[src/rtl/mna_pkg.sv]
// ---------------------------------------------------------------------------
// mna_pkg
// Definitions shared by the MNA response-flow sequencer: NoC flit type codes,
// header field positions, AXI response codes and the sequencer state type.
// ---------------------------------------------------------------------------
package mna_pkg;

    // Flit type codes, carried in the two MSBs of every flit
    localparam logic [1:0] FLIT_HDR = 2'b10;
    localparam logic [1:0] FLIT_PLD = 2'b01;

    // Header flit field positions
    localparam int HDR_RD_BIT   = 0;   // 1 = read response, 0 = write response
    localparam int HDR_RESP_LSB = 1;
    localparam int HDR_RESP_MSB = 2;

    // AXI response codes
    localparam logic [1:0] RESP_OKAY   = 2'b00;
    localparam logic [1:0] RESP_EXOKAY = 2'b01;
    localparam logic [1:0] RESP_SLVERR = 2'b10;
    localparam logic [1:0] RESP_DECERR = 2'b11;

    typedef enum logic [1:0] {
        IDLE,
        WAIT_DATA,
        R_OUT,
        B_OUT
    } state_t;

endpackage

[src/rtl/mna_flit_decode.sv]
// ---------------------------------------------------------------------------
// mna_flit_decode
// Purely combinational classifier for one incoming response flit.
//   i_flit     : raw NoC flit
//   o_is_hdr   : flit type is header
//   o_is_pld   : flit type is payload
//   o_is_rd    : header read flag (meaningful only when o_is_hdr)
//   o_resp     : header response code (meaningful only when o_is_hdr)
//   o_payload  : payload data (meaningful only when o_is_pld)
// ---------------------------------------------------------------------------
module mna_flit_decode
    import mna_pkg::*;
#(
    parameter int FLIT_W = 37,
    parameter int DATA_W = 32
) (
    input  logic [FLIT_W-1:0] i_flit,
    output logic              o_is_hdr,
    output logic              o_is_pld,
    output logic              o_is_rd,
    output logic [1:0]        o_resp,
    output logic [DATA_W-1:0] o_payload
);

    logic [1:0] w_type;
    // Bits between the payload and the type field carry nothing for responses
    logic       w_unused_bits;

    assign w_type        = i_flit[FLIT_W-1:FLIT_W-2];
    assign o_is_hdr      = (w_type == FLIT_HDR);
    assign o_is_pld      = (w_type == FLIT_PLD);
    assign o_is_rd       = i_flit[HDR_RD_BIT];
    assign o_resp        = i_flit[HDR_RESP_MSB:HDR_RESP_LSB];
    assign o_payload     = i_flit[DATA_W-1:0];
    assign w_unused_bits = ^i_flit[FLIT_W-3:DATA_W];

endmodule

[src/rtl/mna_resp_ctrl.sv]
// ---------------------------------------------------------------------------
// mna_resp_ctrl
// Response-flow sequencer of the master network adapter. Takes response
// flits from the NoC, turns each packet into exactly one AXI4-Lite R or B
// beat, times out reads whose payload never arrives, and counts framing
// errors.
//   i_clk, i_rst        : clock, synchronous active-high reset
//   i_noc_data/valid    : incoming flit and its valid
//   o_noc_ready         : flit accepted this cycle when valid is also high
//   o_rdata/rresp/rvalid, i_rready : AXI R channel
//   o_bresp/bvalid, i_bready       : AXI B channel
//   o_err_pulse         : one-cycle pulse per framing error
//   o_err_cnt           : saturating framing-error count
// ---------------------------------------------------------------------------
module mna_resp_ctrl
    import mna_pkg::*;
#(
    parameter int FLIT_W = 37,
    parameter int DATA_W = 32,
    parameter int TO_CYC = 255,
    parameter int TO_W   = 8
) (
    input  logic              i_clk,
    input  logic              i_rst,
    input  logic [FLIT_W-1:0] i_noc_data,
    input  logic              i_noc_valid,
    output logic              o_noc_ready,
    output logic [DATA_W-1:0] o_rdata,
    output logic [1:0]        o_rresp,
    output logic              o_rvalid,
    input  logic              i_rready,
    output logic [1:0]        o_bresp,
    output logic              o_bvalid,
    input  logic              i_bready,
    output logic              o_err_pulse,
    output logic [7:0]        o_err_cnt
);

    // Counter value seen on the last idle cycle before the timeout fires
    localparam logic [TO_W-1:0] TO_LAST = (TO_CYC == 0) ? '0 : TO_W'(TO_CYC - 1);

    state_t            r_state;
    logic              r_noc_ready;
    logic [DATA_W-1:0] r_rdata;
    logic [1:0]        r_rresp;
    logic              r_rvalid;
    logic [1:0]        r_bresp;
    logic              r_bvalid;
    logic              r_err_pulse;
    logic [7:0]        r_err_cnt;
    logic [TO_W-1:0]   r_to_cnt;

    logic              w_is_hdr;
    logic              w_is_pld;
    logic              w_is_rd;
    logic [1:0]        w_resp;
    logic [DATA_W-1:0] w_payload;
    logic              w_accept;
    logic              w_taking;    // state that can take a new flit
    logic              w_timeout;
    logic              w_frame_err;

    mna_flit_decode #(
        .FLIT_W (FLIT_W),
        .DATA_W (DATA_W)
    ) u_decode (
        .i_flit    (i_noc_data),
        .o_is_hdr  (w_is_hdr),
        .o_is_pld  (w_is_pld),
        .o_is_rd   (w_is_rd),
        .o_resp    (w_resp),
        .o_payload (w_payload)
    );

    assign w_accept = i_noc_valid && r_noc_ready;
    assign w_taking = (r_state == IDLE) || (r_state == WAIT_DATA);

    // An accept in the same cycle always wins over the timeout
    assign w_timeout = (TO_CYC != 0) && (r_state == WAIT_DATA) && !w_accept &&
                       (r_to_cnt == TO_LAST);

    // NOTE: every signal written in always_comb gets a default first, so no
    // path through the block can leave it unassigned and infer a latch.
    always_comb begin
        w_frame_err = w_timeout;
        if (w_accept && w_taking) begin
            if (w_is_hdr) begin
                // A header while waiting for a payload abandons the old read
                if (r_state == WAIT_DATA) w_frame_err = 1'b1;
            end else if (!(w_is_pld && r_state == WAIT_DATA)) begin
                w_frame_err = 1'b1;
            end
        end
    end

    // NOTE: all state is updated with non-blocking assignments so every
    // register samples the pre-edge values regardless of statement order.
    always_ff @(posedge i_clk) begin
        if (i_rst) begin
            r_state     <= IDLE;
            r_noc_ready <= 1'b0;
            r_rdata     <= '0;
            r_rresp     <= RESP_OKAY;
            r_rvalid    <= 1'b0;
            r_bresp     <= RESP_OKAY;
            r_bvalid    <= 1'b0;
            r_err_pulse <= 1'b0;
            r_err_cnt   <= '0;
            r_to_cnt    <= '0;
        end else begin
            r_err_pulse <= w_frame_err;
            if (w_frame_err && r_err_cnt != 8'hFF) r_err_cnt <= r_err_cnt + 8'd1;

            case (r_state)
                IDLE, WAIT_DATA: begin
                    r_noc_ready <= 1'b1;
                    if (w_accept) begin
                        if (w_is_hdr && w_is_rd) begin
                            r_rresp  <= w_resp;
                            r_to_cnt <= '0;
                            r_state  <= WAIT_DATA;
                        end else if (w_is_hdr) begin
                            r_bresp     <= w_resp;
                            r_bvalid    <= 1'b1;
                            r_noc_ready <= 1'b0;
                            r_state     <= B_OUT;
                        end else if (w_is_pld && r_state == WAIT_DATA) begin
                            r_rdata     <= w_payload;
                            r_rvalid    <= 1'b1;
                            r_noc_ready <= 1'b0;
                            r_state     <= R_OUT;
                        end
                        // Anything else is dropped; state and counter hold
                    end else if (w_timeout) begin
                        r_rdata     <= '0;
                        r_rresp     <= RESP_SLVERR;
                        r_rvalid    <= 1'b1;
                        r_noc_ready <= 1'b0;
                        r_state     <= R_OUT;
                    end else if (r_state == WAIT_DATA) begin
                        r_to_cnt <= r_to_cnt + TO_W'(1);
                    end
                end
                R_OUT: begin
                    if (i_rready) begin
                        r_rvalid    <= 1'b0;
                        r_noc_ready <= 1'b1;
                        r_state     <= IDLE;
                    end
                end
                B_OUT: begin
                    if (i_bready) begin
                        r_bvalid    <= 1'b0;
                        r_noc_ready <= 1'b1;
                        r_state     <= IDLE;
                    end
                end
                default: r_state <= IDLE;
            endcase
        end
    end

    assign o_noc_ready = r_noc_ready;
    assign o_rdata     = r_rdata;
    assign o_rresp     = r_rresp;
    assign o_rvalid    = r_rvalid;
    assign o_bresp     = r_bresp;
    assign o_bvalid    = r_bvalid;
    assign o_err_pulse = r_err_pulse;
    assign o_err_cnt   = r_err_cnt;

endmodule

[config.mk]
export PLATFORM = sky130hd
export DESIGN_NAME = mna_resp_ctrl
export DESIGN_NICKNAME = d
export VERILOG_FILES = /design/src/rtl/mna_pkg.sv /design/src/rtl/mna_flit_decode.sv /design/src/rtl/mna_resp_ctrl.sv
export SDC_FILE = /design/constraint.sdc
export NUM_CORES = 1
export LEC_CHECK = 0
export CORE_ASPECT_RATIO = 0.6
export CORE_UTILIZATION = 47
export DETAILED_ROUTE_END_ITERATION = 12
export PLACE_DENSITY_LB_ADDON = 0.15
export SETUP_SLACK_MARGIN = 0.2
export SYNTH_ARGS = -nofsm -noshare
export SYNTH_HDL_FRONTEND = slang
export SYNTH_SLANG_ARGS = --single-unit
[constraint.sdc]
create_clock -name i_clk -period 4 [get_ports i_clk]
set_clock_uncertainty 0.05 [all_clocks]
set_input_delay 1.2 -clock i_clk [delete_from_list [all_inputs] [get_ports i_clk]]
set_output_delay 1.2 -clock i_clk [all_outputs]
set_load 0.1 [all_outputs]
## After elaboration in Yosys (flattened, before gate mapping)

Cells that the tools add are included.

| word-level totals | value |
|---|---|
| bits in registers | 58 |

| operators by class | value |
|---|---|
| add/sub/neg operators | 2 |
| equality and inequality tests | 22 |
| muxes and demuxes | 43 |
| bitwise gates (word level) | 1 |
| reductions and logical operators | 23 |

Operators with widths:

| kind | number |
|---|---|
| two-way mux 32 bit | 5 |
| two-way mux 8 bit | 4 |
| two-way mux 1 bit | 21 |
| two-way mux 2 bit | 9 |
| adder 8 x 1 -> 8 bit, second input constant | 2 |
| != test 2 bit, second input constant | 8 |
| != test 3 bit, second input constant | 4 |
| AND reduction 4 bit | 3 |
| AND reduction 5 bit | 2 |
| equality test 8 bit, second input constant | 1 |
| != test 8 bit, second input constant | 1 |
| nonzero test 2 bit | 4 |
| logical AND 1 bit | 7 |
| equality test 2 bit, second input constant | 3 |
| case mux 2 bit (3 select lines) | 1 |
| AND reduction 6 bit | 1 |
| != test 5 bit, second input constant | 1 |
| equality test 2 x 1 -> 1 bit, second input constant | 2 |
| != test 2 x 1 -> 1 bit, second input constant | 2 |
| case mux 1 bit (2 select lines) | 2 |
| case mux 1 bit (3 select lines) | 1 |
| AND reduction 3 bit | 1 |
| zero test 2 bit | 1 |
| AND reduction 2 bit | 1 |
| other kinds (4) | 4 |

## Logic depth before layout (Yosys ltp)

Gate-level depths: netlist (run 1).

| depth | value |
|---|---|
| word-level depth | 8 |
| mapped depth | 7 |
| gate-level depth less buffers | 6 |

## Hierarchy

From an unflattened synthesis (run 1), not the netlist that was laid out.

| unflattened totals | value |
|---|---|
| cell total of the unflattened synthesis | 340 |
| area total of the unflattened synthesis | 2,812.7 um^2 |

Modules (own cells, without submodules):

| module | times used | cells an instance | area each (um^2) | seq. area each (um^2) |
|---|---|---|---|---|
| mna_resp_ctrl | 1 | 303 | 2,534.9 | 1,161.1 |
| mna_flit_decode | 1 | 37 | 277.8 | 0.0 |

## Worst setup path after synthesis (run 1)

OpenSTA, ideal clock, no wires.

| path | value |
|---|---|
| kind | in2reg |
| start | input i_noc_data[36] |
| end | register r_err_cnt[0], in the netlist o_err_cnt[0] |
| library setup time | 121 ps |
| arrival | 2,377 ps |
| data required time | 3,829 ps |
| slack | 1,452 ps |
| stages on the path | 5 |
| path through | nor3b_1 -> or3_1 -> buf_6 -> a21oi_1 -> mux2_2 |

| between the ends | value |
|---|---|
| longest elaborated chain between the ends | 6 |

RTL lines:

| what | line | text |
|---|---|---|
| start: declaration | mna_resp_ctrl.sv:25 | `input logic [FLIT_W-1:0] i_noc_data,` |
| equality test 2 x 1 -> 1 bit | mna_flit_decode.sv:31 | `assign o_is_pld = (w_type == FLIT_PLD);` |
| logical AND 1 bit | mna_resp_ctrl.sv:90 | `end else if (!(w_is_pld && r_state == WAIT_DATA)) begin` |
| two-way mux 1 bit | mna_resp_ctrl.sv:90 |  |
| two-way mux 1 bit * | mna_resp_ctrl.sv:87 | `if (w_is_hdr) begin` |
| two-way mux 1 bit * | mna_resp_ctrl.sv:86 | `if (w_accept && w_taking) begin` |
| logical AND 1 bit * | mna_resp_ctrl.sv:112 | `if (w_frame_err && r_err_cnt != 8'hFF) r_err_cnt <= r_err_cnt + 8'd1;` |
| end signal: assignment | mna_resp_ctrl.sv:112 |  |
| end: declaration | mna_resp_ctrl.sv:50 | `logic [7:0] r_err_cnt;` |

Every way passes the cells marked *; elsewhere a longest branch is shown, timed or not.
A chain may end at the register's enable or synchronous reset.

## Final worst setup path (run 1)

| path | value |
|---|---|
| start | register r_err_cnt[0], in the netlist o_err_cnt[0] |
| end | output o_err_cnt[0] |

RTL lines:

| what | line | text |
|---|---|---|
| end: declaration | mna_resp_ctrl.sv:36 | `output logic [7:0] o_err_cnt` |

No word-level cell between the ends.

==> results of run 1 <==
[cells by family (layout without fill, tap and decap cells)]
logic type / after synthesis / count (layout) / share of synthesized area [%]
and+or+nand+nor: 82 / 82 / 18.4
AOI/OAI and AO/OA: 72 / 72 / 23.0
DFF: 58 / 58 / 47.7
buffers and inverters: 17 / 108 / 3.70
muxes: 13 / 13 / 5.65
adders and majority gates: 3 / 3 / 1.54
[placed cells by master (no fill, tap or decap), drive strengths merged, types with 7 or more instances in the layout]
master | synthesis | final
clkdlybuf4s50 | 0 | 78
dfxtp | 58 | 58
mux2i | 7 | 7
a22o | 32 | 32
buf | 6 | 11
a21oi | 17 | 17
nand3 | 10 | 10
nor2 | 15 | 15
nand2 | 16 | 16
clkbuf | 7 | 11
[state kept, by name (all words and copies together) (netlist names)]
signal / flops
o_err_cnt: 8
o_noc_ready: 1
o_bresp: 2
o_rdata: 32
o_bvalid: 1
r_state: 2
o_rvalid: 1
r_to_cnt: 8
o_rresp: 2
o_err_pulse: 1
[metal layers]
| metal | wire length, um | vias up | track usage (%) | part of all wire (%) |
|---|---|---|---|---|
| li1 | - | 1098 | - | - |
| met1 | 2940 | 1009 | 33.6 | 47 |
| met2 | 2630 | 112 | 34.6 | 42 |
| met3 | 617 | 15 | 9.58 | 9.8 |
| met4 | 109 | 0 | 7.79 | 1.7 |
| met5 | 0 | - | 0 | 0 |
[layout make-up]
class	instances	area share [%]
inverters	4	0.421
multi-input cells	170	33.5
clock buffers	11	4.25
clock inverters	4	2.77
flip-flops and latches	58	32.6
repair buffers	89	24.2
well taps	63	2.21
[power groups by stage]
| stage | combinational [W] | clock [W] | sequential [W] |
|---|---|---|---|
| 2_1_floorplan | 0.0000389 | 0 | 0.000626 |
| 3_3_place_gp | 0.000115 | 0 | 0.000602 |
| 3_5_place_dp | 0.000116 | 0 | 0.000602 |
| 4_1_cts | 0.000117 | 0.000685 | 0.000589 |
| 5_1_grt | 0.000124 | 0.000717 | 0.000590 |
| 6_report | 0.000117 | 0.000680 | 0.000590 |
[worst paths after layout]
| path | endpoint | slack (ns) | cells past startpoint |
|---|---|---|---|
| max | o_err_cnt[0] | 0.85 | 1 |
| min | o_rdata[21]$_SDFFE_PP0P_ | 0.42 | 1 |
| max reg2reg | r_to_cnt[7]$_SDFFE_PP0P_ | 1.87 | 6 |
| min reg2reg | o_rdata[21]$_SDFFE_PP0P_ | 0.42 | 1 |
[through the flow]
step                cells  total power, W  worst slack [ns]  cell area (um2)
CTS                   399         0.00139             0.844             3560
finish                399         0.00139             0.854             3560
global route          399         0.00143             0.822             3560
global placement      384        0.000717             0.770             3310
detailed placement    384        0.000718             0.753             3310
floorplan             245        0.000665              1.45             2440
==> reports/results.txt, run 1 <==
Slowest cell on crit path: clkdlybuf4s50_1
Synth area leaders: dfxtp_1, a22o_1, a21oi_1
Critical Path AT: 1.90 ns
cell area power density: 389 nW/um2
gr usage total: 24.3%
largest net degree at the start of global routing: 33
Mapped Area: 2440 um2
Worst-Margin Slew: 0.987 ns
drt first pass iters: 5
count leader, synth: dfxtp_1
Critical path origin: o_err_cnt[0]$_SDFFE_PP0P_
sequential area share after synthesis: 47.7%
MaxCap Viol Count: 0
Initial Util: 51.0%
CTS root buffer: clkbuf_8
WL final: 6.30 mm
Req. time, crit path: 2.75 ns
Final Util: 74.5%
synthesized instance count: 245
die width: 94.9 um
Mapped Avg Cell Area: 9.94 um2
Comb power frac: 8.4%
Post-synth top flop: dfxtp_1
setup violators final: 0
outcome: finished clean
Synth top cells by count: dfxtp_1, a22o_1, a21oi_1
H-tree Lvls: 3
ANT cells: 0
I/O pins: 90
setup TNS: 0 ns
Yosys reg bits: 58
top-area cell type share of the netlist area: 47.7%
Multi-input gate area: 1190 um2
P_sw: 0.000306 W
total grt overflow: 0
Placer Congestion: 0.917
final hold violation count: 0
worst hold path startpoint: o_rdata[21]$_SDFFE_PP0P_
synth warn: 0
Crit. End Element: output port
vias in the first global route: 2061
cell family with most CP delay: buffers and inverters
unrepaired setup endpoints after global routing: false
leakage: 1.35 nW
CP peak stage delay: 1.16 ns
sequential cell area: 1160 um2
first-pass GRT wire length: 10.1 mm
share of cells above drive strength 1: 11.0%
Starting DRT DRC Count: 126
Layout Area Growth over Synthesis: 46.2%
HP Class: reg2reg
clk_lat worst skew: 0.34 ns
DIE AREA: 5480 um2
Max Freq: 0.318 GHz
WS Path Type: reg2out
number of synthesized flops with an enable pin: 0
cell taking the most area after synthesis: dfxtp_1
wire length per cell: 15.8 um
internal power: 0.00108 W
Filler Cell Count: 339
fin crit period: 3.15 ns
CP Buf/Inv Count: 1
clock share of power: 49.0%
Worst slew margin: 34.0%
post-DP HPWL: 4.31 mm
Net Count, Synth: 290
Switching Fraction: 22.0%
post_cts resized: 0
DIE HEIGHT: 57.8 um
hold buffers post-CTS: 0
vias per cell: 5.60
initial antenna violation count: 0
DRT antenna net count: 0
clk buf depth: 2
Tcrit/Tclk final: 78.7%
worst-path maximum fanout: 5
DRC viols: 0
port bufs: 86
CTS Buf Count: 9
CTS clk-pin slew, worst paths: 0.07 ns
Worst VDD drop: 0.000282 V
core region area: 4780 um2
Row Count: 19
ys async rst share: 0%
CTS tree: done
reg2reg start: r_to_cnt[0]$_SDFFE_PP0P_
Setup Buffers After CTS: 0
sequential share of power: 42.5%
distinct cell type count after synthesis: 43
WHS: 0.423 ns
CTS sink cnt: 58
worst path cell trace: clkdlybuf4s50_1
CP Launch Type: register
Layout Nets: 377
Final Max Tran Viols: 0
DR vias: 2234
Note: power is estimated with default switching activity, not from simulation.
==> run 2: changes to the inputs <==
CORE_UTILIZATION = 44   (was 47)
clock period = 3.3 ns   (was 4 ns; I/O delays follow)
==> run 2 against run 1 <==
Against the previous run:
- the flow now finishes with violations (design-rule violations)
- total power up 14%
- cell count up 1.3%
- count of clock-buffer cells in the layout unchanged
- routed wire length down 1.1%
- clock power up 5.9%
- sequential power up 21%
- global-route usage down 2.3 points
- register-to-register slack worse by 0.74 ns
- core utilization down 8.4 points
==> reports/results.txt, run 2 (same netlist as run 1, synthesis figures left out) <==
Final Max Tran Viols: 0
Worst slew margin: 55.3%
setup TNS: 0 ns
share of cells above drive strength 1: 23.1%
Crit. End Element: register
R2R Path End: o_err_cnt[0]$_SDFFE_PP0P_
HP Class: reg2reg
unrepaired setup endpoints after global routing: false
Worst-Margin Slew: 0.668 ns
CP Buf/Inv Count: 1
gr usage total: 22.0%
final hold violation count: 0
CTS Buf Count: 9
FF-to-FF setup slack: 1.13 ns
DRT antenna net count: 0
initial antenna violation count: 0
failing checks: design-rule violations
Setup Buffers After CTS: 0
CP peak stage delay: 0.57 ns
DR vias: 2260
Final Util: 66.1%
ANT cells: 0
Slowest cell on crit path: clkdlybuf4s50_1
H-tree Lvls: 3
Filler Cell Count: 443
cell family with most CP delay: simple AND/OR/NAND/NOR gates
fin worst setup slack: 0.536 ns
clk_lat worst skew: 0.33 ns
post_cts resized: 0
CTS tree: done
Row Count: 20
cell area power density: 458 nW/um2
clk buf depth: 2
DP Worst Slack: 0.245 ns
DIE HEIGHT: 59.6 um
DRC viols: 7
placed insts: 388
Placer Congestion: 0.898
worst path cell trace: clkdlybuf4s50_1 -> and3b_1 -> or3_1 -> a21oi_1 -> mux2_2
I/O pins: 90
Max Freq: 0.362 GHz
Largest register FFs: 32
MaxCap Viol Count: 0
fin crit period: 2.76 ns
worst hold path depth: 1
Tcrit/Tclk final: 83.8%
CTS root buffer: clkbuf_8
FF-to-FF path depth: 4
commonest non-fill, non-tap cell in the layout: dfxtp_1
reg2reg start: r_state[0]$_SDFFE_PP0P_
drt first pass iters: 9
Req. time, crit path: 3.47 ns
setup violators final: 0
vias in the first global route: 2052
die width: 98.1 um
CTS clk-pin slew, worst paths: 0.06 ns
first-pass GRT wire length: 9.87 mm
CP Launch Type: input pin
vias per cell: 5.59
hold buffers post-CTS: 0
CTS sink cnt: 58
leakage: 1.42 nW
Worst VDD drop: 0.000237 V
port bufs: 86
Min-Delay Endpoint: o_rdata[22]$_SDFFE_PP0P_
wire length per cell: 15.4 um
WS Path Type: in2reg
post-DP HPWL: 4.31 mm
Starting DRT DRC Count: 107
worst hold path startpoint: o_rdata[22]$_SDFFE_PP0P_
largest net degree at the start of global routing: 33
core region area: 5200 um2
Initial Util: 46.8%
most frequent cells in the layout: dfxtp_1, buf_4, clkdlybuf4s50_1, a22o_1
Cell Count, Final, Fillers Out: 404
Layout Nets: 378
Critical Path AT: 2.93 ns
Layout Area Growth over Synthesis: 41.3%
worst-path maximum fanout: 9
WL final: 6.24 mm
outcome: finished, violations left
DIE AREA: 5850 um2
total grt overflow: 0
==> run 2: changes by cell type in the layout (fill, tap and decap cells not counted) <==
cell,change
clkbuf_1,+1
clkdlybuf4s50_1,-40
clkbuf_8,-1
clkinvlp_4,+1
bufinv_16,-1
clkinv_4,-1
clkinv_2,+2
buf_4,+41
==> run 2: stage by stage <==
step                      hold WS, ns  power [W]  instance area (um2)
final                           0.426    0.00158                 3440
after global placement          0.408   0.000869                 3220
after floorplan                 0.401   0.000806                 2440
after CTS                       0.428    0.00159                 3440
after detailed placement        0.408   0.000872                 3220
after global routing            0.441    0.00163                 3440
==> run 2: routing by layer <==
metal / GRT usage (%) / part of all wire [%]
met4: 7.36 / 1.1
met1: 31.0 / 49
met2: 30.1 / 41
met3: 8.73 / 8.9
met5: 0 / 0
==> run 2: report_power, final <==
group	total [W]	leakage (nW)	switching, W	internal (W)
logic	0.000142	0.845	0.0000781	0.0000638
registers	0.000715	0.468	0.00000931	0.000706
clock network	0.000720	0.109	0.000277	0.000443
total	0.00158	1.42	0.000365	0.00121
==> run 2: cell type report <==
cell class	instances	area, um2	area share [%]
clock buffers	11	141	4.11
inverters	4	15.0	0.436
multi-input cells	170	1190	34.7
repair buffers	90	771	22.4
well taps	66	82.6	2.40
clock inverters	5	77.6	2.25
flip-flops and latches	58	1160	33.7
==> run 2: worst max-delay path by stage <==
stage | start | endpoint | slack, ns | cells past startpoint
after floorplan | o_noc_ready$_SDFFE_PP0P_ | o_err_cnt[0]$_SDFFE_PP0P_ | 0.90 | 5
after global placement | i_noc_valid | o_err_cnt[0]$_SDFFE_PP0P_ | 0.26 | 5
after detailed placement | i_noc_data[36] | o_err_cnt[0]$_SDFFE_PP0P_ | 0.25 | 5
after CTS | i_noc_data[36] | o_err_cnt[0]$_SDFFE_PP0P_ | 0.57 | 5
after global routing | i_noc_data[36] | o_err_cnt[0]$_SDFFE_PP0P_ | 0.48 | 5
final | i_noc_data[36] | o_err_cnt[0]$_SDFFE_PP0P_ | 0.54 | 5
